[src/rtl/adder_pkg.sv]
// Shared types and helpers for the chunked pipelined adder.
package adder_pkg;

  typedef enum logic {OP_ADD = 1'b0, OP_SUB = 1'b1} add_op_e;

  function automatic int chunk_w(input int data_w, input int num_stages);
    return data_w / num_stages;
  endfunction

endpackage

[src/rtl/adder_stage.sv]
// One chunk slice: registers chunk sum, carry and valid; holds everything on stall.
module adder_stage #(
  parameter int CHUNK_W = 8
) (
  input  logic               clk,
  input  logic               rst_n,
  input  logic [CHUNK_W-1:0] i_a,
  input  logic [CHUNK_W-1:0] i_b,
  input  logic               i_c,
  input  logic               i_stall,
  input  logic               i_vld,
  output logic [CHUNK_W-1:0] o_s,
  output logic               o_c,
  output logic               o_vld
);

  // Data only moves with a valid token, so bubbles leave the last result in place.
  always_ff @(posedge clk or negedge rst_n) begin
    if (!rst_n) begin
      o_vld <= 1'b0;
      o_s   <= '0;
      o_c   <= 1'b0;
    end else if (!i_stall) begin
      o_vld <= i_vld;
      if (i_vld) {o_c, o_s} <= {1'b0, i_a} + {1'b0, i_b} + {{CHUNK_W{1'b0}}, i_c};
    end
  end

endmodule

[src/rtl/pipelined_adder.sv]
// Add/subtract resolved one CHUNK_W slice per cycle, carry rippling stage to stage,
// with a global-stall valid/ready pipeline around it.
module pipelined_adder
  import adder_pkg::*;
#(
  parameter int DATA_WIDTH = 32,
  parameter int NUM_STAGES = 4
) (
  input  logic                  clk,
  input  logic                  rst_n,
  input  logic                  in_valid,
  output logic                  in_ready,
  input  logic [DATA_WIDTH-1:0] a,
  input  logic [DATA_WIDTH-1:0] b,
  input  logic                  c_in,
  input  add_op_e               op,
  output logic                  out_valid,
  input  logic                  out_ready,
  output logic [DATA_WIDTH-1:0] sum,
  output logic                  c_out,
  output logic                  overflow
);

  localparam int CW  = chunk_w(DATA_WIDTH, NUM_STAGES);
  localparam int MSB = DATA_WIDTH - 1;

  if (DATA_WIDTH % NUM_STAGES != 0) begin : g_cfg_chk
    $error("pipelined_adder: DATA_WIDTH must be a multiple of NUM_STAGES");
  end

  logic                                w_stall;
  logic [DATA_WIDTH-1:0]               w_b;
  logic [NUM_STAGES:0]                 w_c, w_v;
  logic [NUM_STAGES-1:0][CW-1:0]       w_ca, w_cb, w_s, w_sum_ch;
  logic                                r_amsb, r_bmsb;

  assign w_stall  = out_valid && !out_ready;
  assign in_ready = !w_stall;
  assign w_b      = (op == OP_SUB) ? ~b : b;
  assign w_c[0]   = (op == OP_SUB) ? ~c_in : c_in;
  assign w_v[0]   = in_valid;

  // w_v[k] is the valid token entering stage k; every register beside stage k loads on it.
  for (genvar j = 0; j < NUM_STAGES; j++) begin : g_lane
    adder_stage #(.CHUNK_W(CW)) u_stage (
      .clk     (clk),
      .rst_n   (rst_n),
      .i_a     (w_ca[j]),
      .i_b     (w_cb[j]),
      .i_c     (w_c[j]),
      .i_stall (w_stall),
      .i_vld   (w_v[j]),
      .o_s     (w_s[j]),
      .o_c     (w_c[j+1]),
      .o_vld   (w_v[j+1])
    );

    if (j == 0) begin : g_head
      assign w_ca[0] = a[CW-1:0];
      assign w_cb[0] = w_b[CW-1:0];
    end else begin : g_skew
      logic [j-1:0][CW-1:0] r_a_sh, r_b_sh;
      always_ff @(posedge clk) begin
        if (!w_stall && w_v[0]) begin
          r_a_sh[0] <= a[j*CW +: CW];
          r_b_sh[0] <= w_b[j*CW +: CW];
        end
        for (int d = 1; d < j; d++) begin
          if (!w_stall && w_v[d]) begin
            r_a_sh[d] <= r_a_sh[d-1];
            r_b_sh[d] <= r_b_sh[d-1];
          end
        end
      end
      assign w_ca[j] = r_a_sh[j-1];
      assign w_cb[j] = r_b_sh[j-1];
    end

    if (j == NUM_STAGES - 1) begin : g_tail
      assign w_sum_ch[j] = w_s[j];
    end else begin : g_deskew
      localparam int D = NUM_STAGES - 1 - j;
      logic [D-1:0][CW-1:0] r_ds;
      always_ff @(posedge clk or negedge rst_n) begin
        if (!rst_n) begin
          r_ds <= '0;
        end else begin
          if (!w_stall && w_v[j+1]) r_ds[0] <= w_s[j];
          for (int d = 1; d < D; d++) begin
            if (!w_stall && w_v[j+1+d]) r_ds[d] <= r_ds[d-1];
          end
        end
      end
      assign w_sum_ch[j] = r_ds[D-1];
    end
  end

  // Operand sign bits ride alongside the final stage for the overflow decision.
  always_ff @(posedge clk or negedge rst_n) begin
    if (!rst_n) begin
      r_amsb <= 1'b0;
      r_bmsb <= 1'b0;
    end else if (!w_stall && w_v[NUM_STAGES-1]) begin
      r_amsb <= w_ca[NUM_STAGES-1][CW-1];
      r_bmsb <= w_cb[NUM_STAGES-1][CW-1];
    end
  end

  assign out_valid = w_v[NUM_STAGES];
  assign sum       = w_sum_ch;
  assign c_out     = w_c[NUM_STAGES];
  assign overflow  = (r_amsb == r_bmsb) && (sum[MSB] != r_amsb);

endmodule

[config.mk]
export PLATFORM = sky130hd
export DESIGN_NAME = pipelined_adder
export DESIGN_NICKNAME = d
export VERILOG_FILES = /design/src/rtl/adder_pkg.sv /design/src/rtl/adder_stage.sv /design/src/rtl/pipelined_adder.sv
export SDC_FILE = /design/constraint.sdc
export NUM_CORES = 1
export LEC_CHECK = 0
export ABC_AREA = 1
export ABC_CLOCK_PERIOD_IN_PS = 1650
export CORE_ASPECT_RATIO = 0.9
export CORE_MARGIN = 2
export CORE_UTILIZATION = 50
export DETAILED_ROUTE_END_ITERATION = 10
export PLACE_DENSITY = 0.88
export SYNTH_ARGS = -nofsm -noshare
export SYNTH_HDL_FRONTEND = slang
export SYNTH_SLANG_ARGS = --single-unit
export TNS_END_PERCENT = 5
[constraint.sdc]
create_clock -name clk -period 1.65 [get_ports clk]
set_input_delay 0.165 -clock clk [delete_from_list [all_inputs] [get_ports clk]]
set_output_delay 0.165 -clock clk [all_outputs]
set_load 0.02 [all_outputs]
-- After elaboration in Yosys (flattened, before gate mapping)
Index checks and enable logic that the tools add are counted.
- register bits after elaboration: 186
- bits of input ports: 70
- output and inout port bits: 36
- word-level logic and storage cells: 59
- add/subtract/negate cells: 8
- equal/unequal tests: 2
- muxes and demuxes: 2
- bitwise logic cells: 3
- reduce and logical (&&, ||, !) cells: 12
- operator list (cell ; count):
    $add 8x8->9 ; 4
    $add 9x1->9 ; 4
    $mux 32 ; 1
    $not 32->32 ; 1
    $reduce_and 2->1 ; 4
    $logic_and 1x1->1 ; 6
    $logic_not 1->1 ; 2
    $not 1->1 ; 2
    $eq 1x1->1 ; 1
    $mux 1 ; 1
    $ne 1x1->1 ; 1

-- Logic depth before layout (Yosys ltp)
Gate-level depths: netlist of the first run.
- depth after elaboration: 4
- gate-level depth with buffers: 12
- mapped depth without buffers: 10

-- Cells and area by module
A second synthesis of the first run with hierarchy kept.
- cells, all modules: 781
- area, all modules: 8339.2 sq um
- modules (own cells, without submodules) (module ; times used ; cells an instance ; area each (sq um) ; seq. area each (sq um)):
    pipelined_adder ; 1 ; 379 ; 5383.9 ; 4134.0
    adder_stage (g_lane[0].u_stage ...) ; 2 ; 101 ; 745.7 ; 250.2
    adder_stage (g_lane[2].u_stage ...) ; 2 ; 100 ; 732.0 ; 250.2

-- Least setup slack after synthesis of the first run
No wires, ideal clock.
- kind: input -> register
- start: input op
- end: register g_lane[0].u_stage.o_s[4]
- data arrival time: 1.846 ns
- setup slack: -0.262 ns
- stages: 10
- path through: buf_2 buf_4 xor2_1 fa_1 inv_1 fa_1 o21ai_0 xor2_1 nand2_1 nand2_1
- cells in the longest elaborated chain, start to end: 3
- elaborated cells on any way between the ends: 4
- classes of those cells: add/sub (2); mux (2)
- ends and longest elaborated chain (element ; line ; RTL):
    from (decl) ; pipelined_adder.sv:16 ; input add_op_e op,
    $mux 32 ; pipelined_adder.sv:39 ; assign w_b = (op == OP_SUB) ? ~b : b;
    $add 8x8->9 ; adder_stage.sv:25 ; if (i_vld) {o_c, o_s} <= {1'b0, i_a} + {1'b0, i_b} + {{CHUNK_W{1'b0}}, i_c};
    $add 9x1->9 * ; adder_stage.sv:25 ;
    to (signal assigned) ; adder_stage.sv:25 ;
    to (decl) ; adder_stage.sv:12 ; output logic [CHUNK_W-1:0] o_s,
Every way passes the cells marked *; elsewhere a longest branch is shown, timed or not.
A chain may end at the register's enable or synchronous reset.

-- Worst setup path after layout of the first run
- start: register g_lane[1].g_skew.r_a_sh[0] (netlist bit)
- end: register g_lane[1].u_stage.o_s[6]
- cells in the longest elaborated chain, start to end: 2
- ends and longest elaborated chain (element ; line ; RTL):
    from (decl) ; pipelined_adder.sv:62 ; logic [j-1:0][CW-1:0] r_a_sh, r_b_sh;
    from (signal, indexed assignment) ; pipelined_adder.sv:70 ; r_a_sh[d] <= r_a_sh[d-1];
    $add 8x8->9 ; adder_stage.sv:25 ;
    $add 9x1->9 ; adder_stage.sv:25 ;
    to (signal assigned) ; adder_stage.sv:25 ;
    to (decl) ; adder_stage.sv:12 ;
No other way between the ends.

==> summary.txt, run 1 <==
Status: complete, but fails checks
Failing checks: negative setup slack
Post-placement cell count: 1045
WP data arrival: 2140 ps
CP Max Fanout: 2
DR top layer: met4
Syn Std Cell Area: 0.00818 mm²
Via/cell ratio: 4.96
Inserted Diodes: 0
Drt wl/cell: 14.7 µm
Final slew viol count: 0
DPL Wire Length: 11100 µm
Clk_skew: 9.20 ps
I/O Pins: 106
Max-cap check violation count: 0
Clock net sink count: 186
Worst path max stage delay: 450 ps
Initial antenna violation count: 0
Drt first pass iters: 5
Total wire length: 15800 µm
Max VDD drop: 0.000744 V
Setup Crit Path Kind: reg -> reg
Port Buf Inserts: 105
Die ar.: 0.0174 mm²
CP delay by family, top: adder cells
Root Buffer: clkbuf_16
Final hold violations: 0
Core Rows: 44
Yosys reg bits: 186
Crit end category: register
Relative slew slack: 78.0%
Worst-path clk slew: 70 ps
RSZ-0062 raised after global routing: true
CP most frequent cell: nand2_1
CP required: 1960 ps
Design Power: 17.5 mW
Layout Cells excl Fill: 1078
Layout area overhead: 25.2%
Number of global-route vias before repair: 5265
Routed wl met2: 7850 µm
CTS tree: built
Initial Util: 50.9%
Critical Path Source Type: register
Total clock buffers created by CTS: 17
Maximum clock rate: 546 MHz
Critical path, cell by cell: fa_2 > fa_2 > nand3_2 > nand2_1 > nand2_1 > nand3_1 > nand3_1 > nand2_1
Via count: 5346
Global-route usage over all layers: 18.5%
Critical path's slowest cell: fa_2
Worst-Margin Slew: 330 ps
Sequential cell area fraction in the yosys report: 62.7%
First-pass GRT wire length: 25500 µm
Die Ht: 125 µm
Area of the core: 0.0161 mm²
Post-layout min period: 1830 ps
Setup tns final: -1130 ps
Largest net degree at the start of global routing: 39
Pwr Density: 1700 mW/mm²
Iteration-0 DRC Markers: 445
Final setup fails: 12
Fin worst setup slack: -182 ps
Grt ovf: 0
Syn nets: 839
Clk_lat worst skew: 430 ps
Largest buffer count on any clock path: 2
Post-route DRC: 0
Worst Path Buf+Inv: 0
Ratio of cells with drive above 1 in the final layout: 13.5%
Met3 Routed Length: 663 µm
Class of the worst hold path: in -> async
Synth warn: 0
Synth cell types: 29
Metal1 wirelength: 6910 µm
Mapped Cells: 733
Chip width: 139 µm
Remaining antenna violation count: 0
H-tree depth: 4
Post-Synthesis Mean Instance Area: 11.2 µm²
Lkg Pwr: 4.56 nW
Routability Congestion: 0.821
Fin nets: 964
Crit share post-route: 111%
==> cells in the mapped netlist, drive strengths merged <==
| library cell | number | area share (%) |
|---|---|---|
| nand2 | 224 | 10 |
| edfxtp | 96 | 35 |
| dfrtp | 90 | 28 |
| inv | 70 | 3.3 |
| o21ai | 49 | 3.5 |
| buf | 34 | 3.2 |
| nand3 | 34 | 2.3 |
| xor2 | 34 | 3.6 |
| ha | 28 | 4.3 |
| nor2 | 24 | 1.5 |
| a21oi | 18 | 1.1 |
| fa | 8 | 2.0 |
| nand3b | 7 | 0.64 |
| xnor2 | 6 | 0.64 |
| or2 | 4 | 0.31 |
| a31oi | 3 | 0.23 |
| o21bai | 3 | 0.28 |
| nand4 | 1 | 0.076 |
==> path summary, 6_finish.rpt <==
check / cells after the start / slack [ps] / startpoint / to
max in group asynchronous: 3 / 890 / rst_n / g_lane[1].u_stage.o_s[7]
min in group clk: 1 / 290 / a[30] / g_lane[3].g_skew.r_a_sh[6]
max reg2reg: 8 / -180 / g_lane[1].g_skew.r_a_sh[0] / g_lane[1].u_stage.o_s[6]
max: 8 / -180 / g_lane[1].g_skew.r_a_sh[0] / g_lane[1].u_stage.o_s[6]
min: 2 / 220 / rst_n / sum[12]
min reg2reg: 0 / 410 / g_lane[3].g_skew.r_a_sh[9] / g_lane[3].g_skew.r_a_sh[17]
==> power by group <==
| part | total, mW | switching [mW] | leakage (nW) | internal (mW) |
|---|---|---|---|---|
| sequential | 7.25 | 0.712 | 2.04 | 6.54 |
| clock | 3.81 | 1.68 | 0.276 | 2.12 |
| combinational | 6.41 | 3.72 | 2.25 | 2.68 |
| total | 17.5 | 6.12 | 4.56 | 11.3 |
==> registers in the layout (all words and copies together), names as in the netlist <==
signal	count
sum	16
r_amsb	1
g_lane.g_skew.r_b_sh	48
g_lane.u_stage.o_s	32
r_bmsb	1
g_lane.g_skew.r_a_sh	48
g_lane.u_stage.o_vld	4
g_lane.g_deskew.r_ds	32
g_lane.u_stage.o_c	4
==> routing by layer <==
metal  track usage [%]  up-vias
met2              31.1      159
li1                  -     2617
met1              24.1     2536
met5                 0        -
met3              3.49       34
met4              7.43        0
==> stage by stage <==
stage / utilization, % / hold slack [ps] / cell area, µm² / setup WS (ps)
finish: 63.7 / 222 / 10200 / -182
global route: 63.7 / 219 / 10200 / -244
floorplan: - / -131 / 8220 / -131
detailed placement: 59.7 / 91.4 / 9600 / -488
global placement: 59.7 / 88.4 / 9600 / -372
CTS: 63.6 / 187 / 10200 / -140
==> area by class of cell <==
class,count,area [µm²]
fill,1169,5830
sequential,186,5130
multi-input combinational,443,2620
timing repair buffer,140,1400
clock buffer,21,483
inverter,70,270
tap,207,259
clock inverter,11,80.1
==> cells by family (layout without fill, tap and decap cells) <==
| group | after synthesis | in the layout | share of synthesized area (%) |
|---|---|---|---|
| buffers and inverters | 104 | 242 | 6.51 |
| AOI/OAI and AO/OA | 73 | 73 | 5.06 |
| adders and majority gates | 36 | 36 | 6.24 |
| and+or+nand+nor | 294 | 294 | 15.2 |
| DFF | 186 | 186 | 62.7 |
| xor gates and xnor gates | 40 | 40 | 4.28 |
==> cells in the final DEF, fill, tap and decap left out, types with 2 or more instances in the layout <==
master	count
nand2_1	219
clkdlybuf4s50_1	99
edfxtp_1	96
dfrtp_1	90
inv_1	65
xor2_1	32
ha_1	27
buf_4	27
nand3_1	26
o21ai_0	22
nor2_1	20
clkbuf_16	19
a21oi_1	18
o21ai_1	16
o21ai_2	11
nand3_2	8
fa_2	8
buf_12	8
nand3b_1	7
inv_6	5
xnor2_1	4
inv_4	4
nand2_2	4
nor2_4	3
or2_2	3
a31oi_1	3
o21bai_1	3
clkinv_2	3
inv_2	2
xor2_2	2
xnor2_2	2
clkbuf_1	2
clkinvlp_4	2
dlymetal6s2s_1	2
clkbuf_2	2
==> repair_timing <==
action                                 CTS  global route
hold buffers                             1             0
buffers inserted                         0             0
endpoints found under the hold margin   54             0
pin swaps                                6             6
gates resized for setup                 17            13
setup endpoints to repair               16            18
No activity file was read; power rests on OpenSTA's default activity.
==> run 2: changes to the inputs <==
Settings changed: ABC_CLOCK_PERIOD_IN_PS 1650 to 2250, CORE_UTILIZATION 50 to 51, PLACE_DENSITY 0.88 to 0.87.
Clock period 1.65 ns to 2.25 ns, I/O delays scaled along.
==> run 2 against run 1 <==
- the run now ends clean
- final cell count shrank 2.7%
- clock skew fell by 1.2 ps
- setup slack gained 310 ps
- combinational power decreased by 33%
- count of clock-buffer cells in the layout decreased by 2
- hold slack better by 69 ps
- core utilization increased by 0.28 points
- routed wire length is 3.1% lower
- sequential cell count stayed put
- critical path type is now reg -> out
- critical endpoint is now in_ready
- largest cell class unchanged
==> summary.txt, run 2 (synthesis gave the netlist of run 1 again) <==
Final setup fails: 0
Most common cell after layout, fill and taps aside: nand2_1
Crit end category: primary output
Worst r2r src: g_lane[3].g_skew.r_a_sh[16]
Crit share post-route: 94.1%
Fin worst setup slack: 133 ps
CTS tree: built
Critical path's slowest cell: clkdlybuf4s50_1
Number of global-route vias before repair: 5129
Ratio of cells with drive above 1 in the final layout: 8.03%
I/O Pins: 106
Lkg Pwr: 4.42 nW
R2r setup slk: 310 ps
Worst-path clk slew: 60 ps
Area of the core: 0.0155 mm²
Final hold violations: 0
H-tree depth: 4
Commonest cells after routing, fill and taps aside: 223 x nand2_1, 103 x clkdlybuf4s50_1, 96 x edfxtp_1
Chip width: 138 µm
DPL Wire Length: 10900 µm
Worst-Margin Slew: 465 ps
Iteration-0 DRC Markers: 417
Remaining antenna violation count: 0
Post-layout min period: 2120 ps
Clock net sink count: 186
Core Rows: 43
Largest regs: g_lane.g_skew.r_a_sh x48, g_lane.g_skew.r_b_sh x48
Total clock buffers created by CTS: 17
Final slew viol count: 0
Relative slew slack: 69.0%
Global-route usage over all layers: 19.2%
Port Buf Inserts: 105
Worst Reg2Reg Path Length in Cells: 9
Clk_skew: 8.04 ps
Critical Path Source Type: register
Grt ovf: 0
Layout Cells excl Fill: 1049
Largest net degree at the start of global routing: 62
Post-placement cell count: 1016
Layout area overhead: 21.6%
Maximum clock rate: 472 MHz
Drt first pass iters: 6
Setup tns final: 0 ps
Inserted Diodes: 0
Via/cell ratio: 4.96
Worst path max stage delay: 560 ps
Initial Util: 52.6%
Class of the worst hold path: in -> async
First-pass GRT wire length: 25000 µm
Pre-CTS setup slack: 64.1 ps
Largest buffer count on any clock path: 2
R2R Path End: g_lane[3].u_stage.o_s[6]
Status: completed
Total wire length: 15300 µm
Max VDD drop: 0.000806 V
CP required: 2030 ps
CP Max Fanout: 6
Clk_lat worst skew: 420 ps
CP delay by family, top: buffers and inverters
Finished Core Util: 64.0%
Pwr Density: 1260 mW/mm²
Root Buffer: clkbuf_16
Die Ht: 124 µm
Initial antenna violation count: 0
Via count: 5203
Post-route DRC: 0
WP data arrival: 1890 ps
# fillers: 1131
Worst Path Buf+Inv: 3
RSZ-0062 raised after global routing: false
Drt wl/cell: 14.6 µm
Crit. path cell count: 4
Max-cap check violation count: 0
Routability Congestion: 0.837
Fin nets: 940
Critical path, cell by cell: inv_1 > nor2_4 > inv_2 > clkdlybuf4s50_1
Setup Crit Path Kind: reg -> out
Die ar.: 0.0171 mm²
Post_cts resized: 0
-- run 2: cell count changes in the layout (fill, tap and decap cells not counted), sizes merged --
cell / previous run / this run
buf: 36 / 12
bufinv: 0 / 2
clkinv: 3 / 6
clkbuf: 23 / 19
inv: 76 / 74
clkdlybuf4s50: 99 / 103
clkinvlp: 2 / 1
dlymetal6s2s: 2 / 0
-- run 2: per-layer routing --
metal	vias up	track usage, %	wire, µm
met5	-	0	0
met4	0	5.99	189
met3	22	4.97	867
met2	149	31.0	7430
met1	2451	25.6	6820
li1	2581	-	-
-- run 2: cell type report --
cell class,instances,area (µm²),area share [%]
repair buffers,116,1180,11.8
clock inverters,13,135,1.36
well taps,202,253,2.54
flip-flops and latches,186,5130,51.6
inverters,70,268,2.69
multi-input cells,443,2520,25.3
clock buffers,19,464,4.66
-- run 2: report_power, final --
group	leakage, nW	internal, mW	switching (mW)
clock	0.295	1.73	1.23
sequential	2.04	4.80	0.521
combinational	2.09	1.71	2.57
-- run 2: what timing repair did --
action                    4_1_cts  5_1_grt
buffers inserted                0        0
hold buffers                    1        0
hold endpoints to repair       29        0
-- run 2: worst register-to-register path, stage by stage (launching register included) --
cell and delay [ps]:
edfxtp_1 410, fa_1 490, fa_1 430, nand3_1 110
nand2_1 80, nand2_1 90, nand2_1 70, nand2_1 70
nand3_1 60, nand2_1 60
-- run 2: worst max-delay path by stage --
stage / to / slack (ps) / from
after floorplan: g_lane[0].u_stage.o_s[4] / 280 / op
after global placement: g_lane[0].u_stage.o_s[4] / 110 / b[0]
after detailed placement: g_lane[0].u_stage.o_s[4] / 60 / b[0]
after CTS: in_ready / 110 / g_lane[3].u_stage.o_vld
after global routing: in_ready / 90 / g_lane[3].u_stage.o_vld
final: in_ready / 130 / g_lane[3].u_stage.o_vld
-- run 2: metrics by stage --
stage | power [mW] | hold slack, ps | cell area (µm²)
after floorplan | 8.25 | -70.6 | 8180
after global placement | 9.35 | 191 | 9350
after detailed placement | 9.61 | 190 | 9350
after CTS | 12.6 | 293 | 9950
after global routing | 13.4 | 331 | 9950
final | 12.6 | 291 | 9950
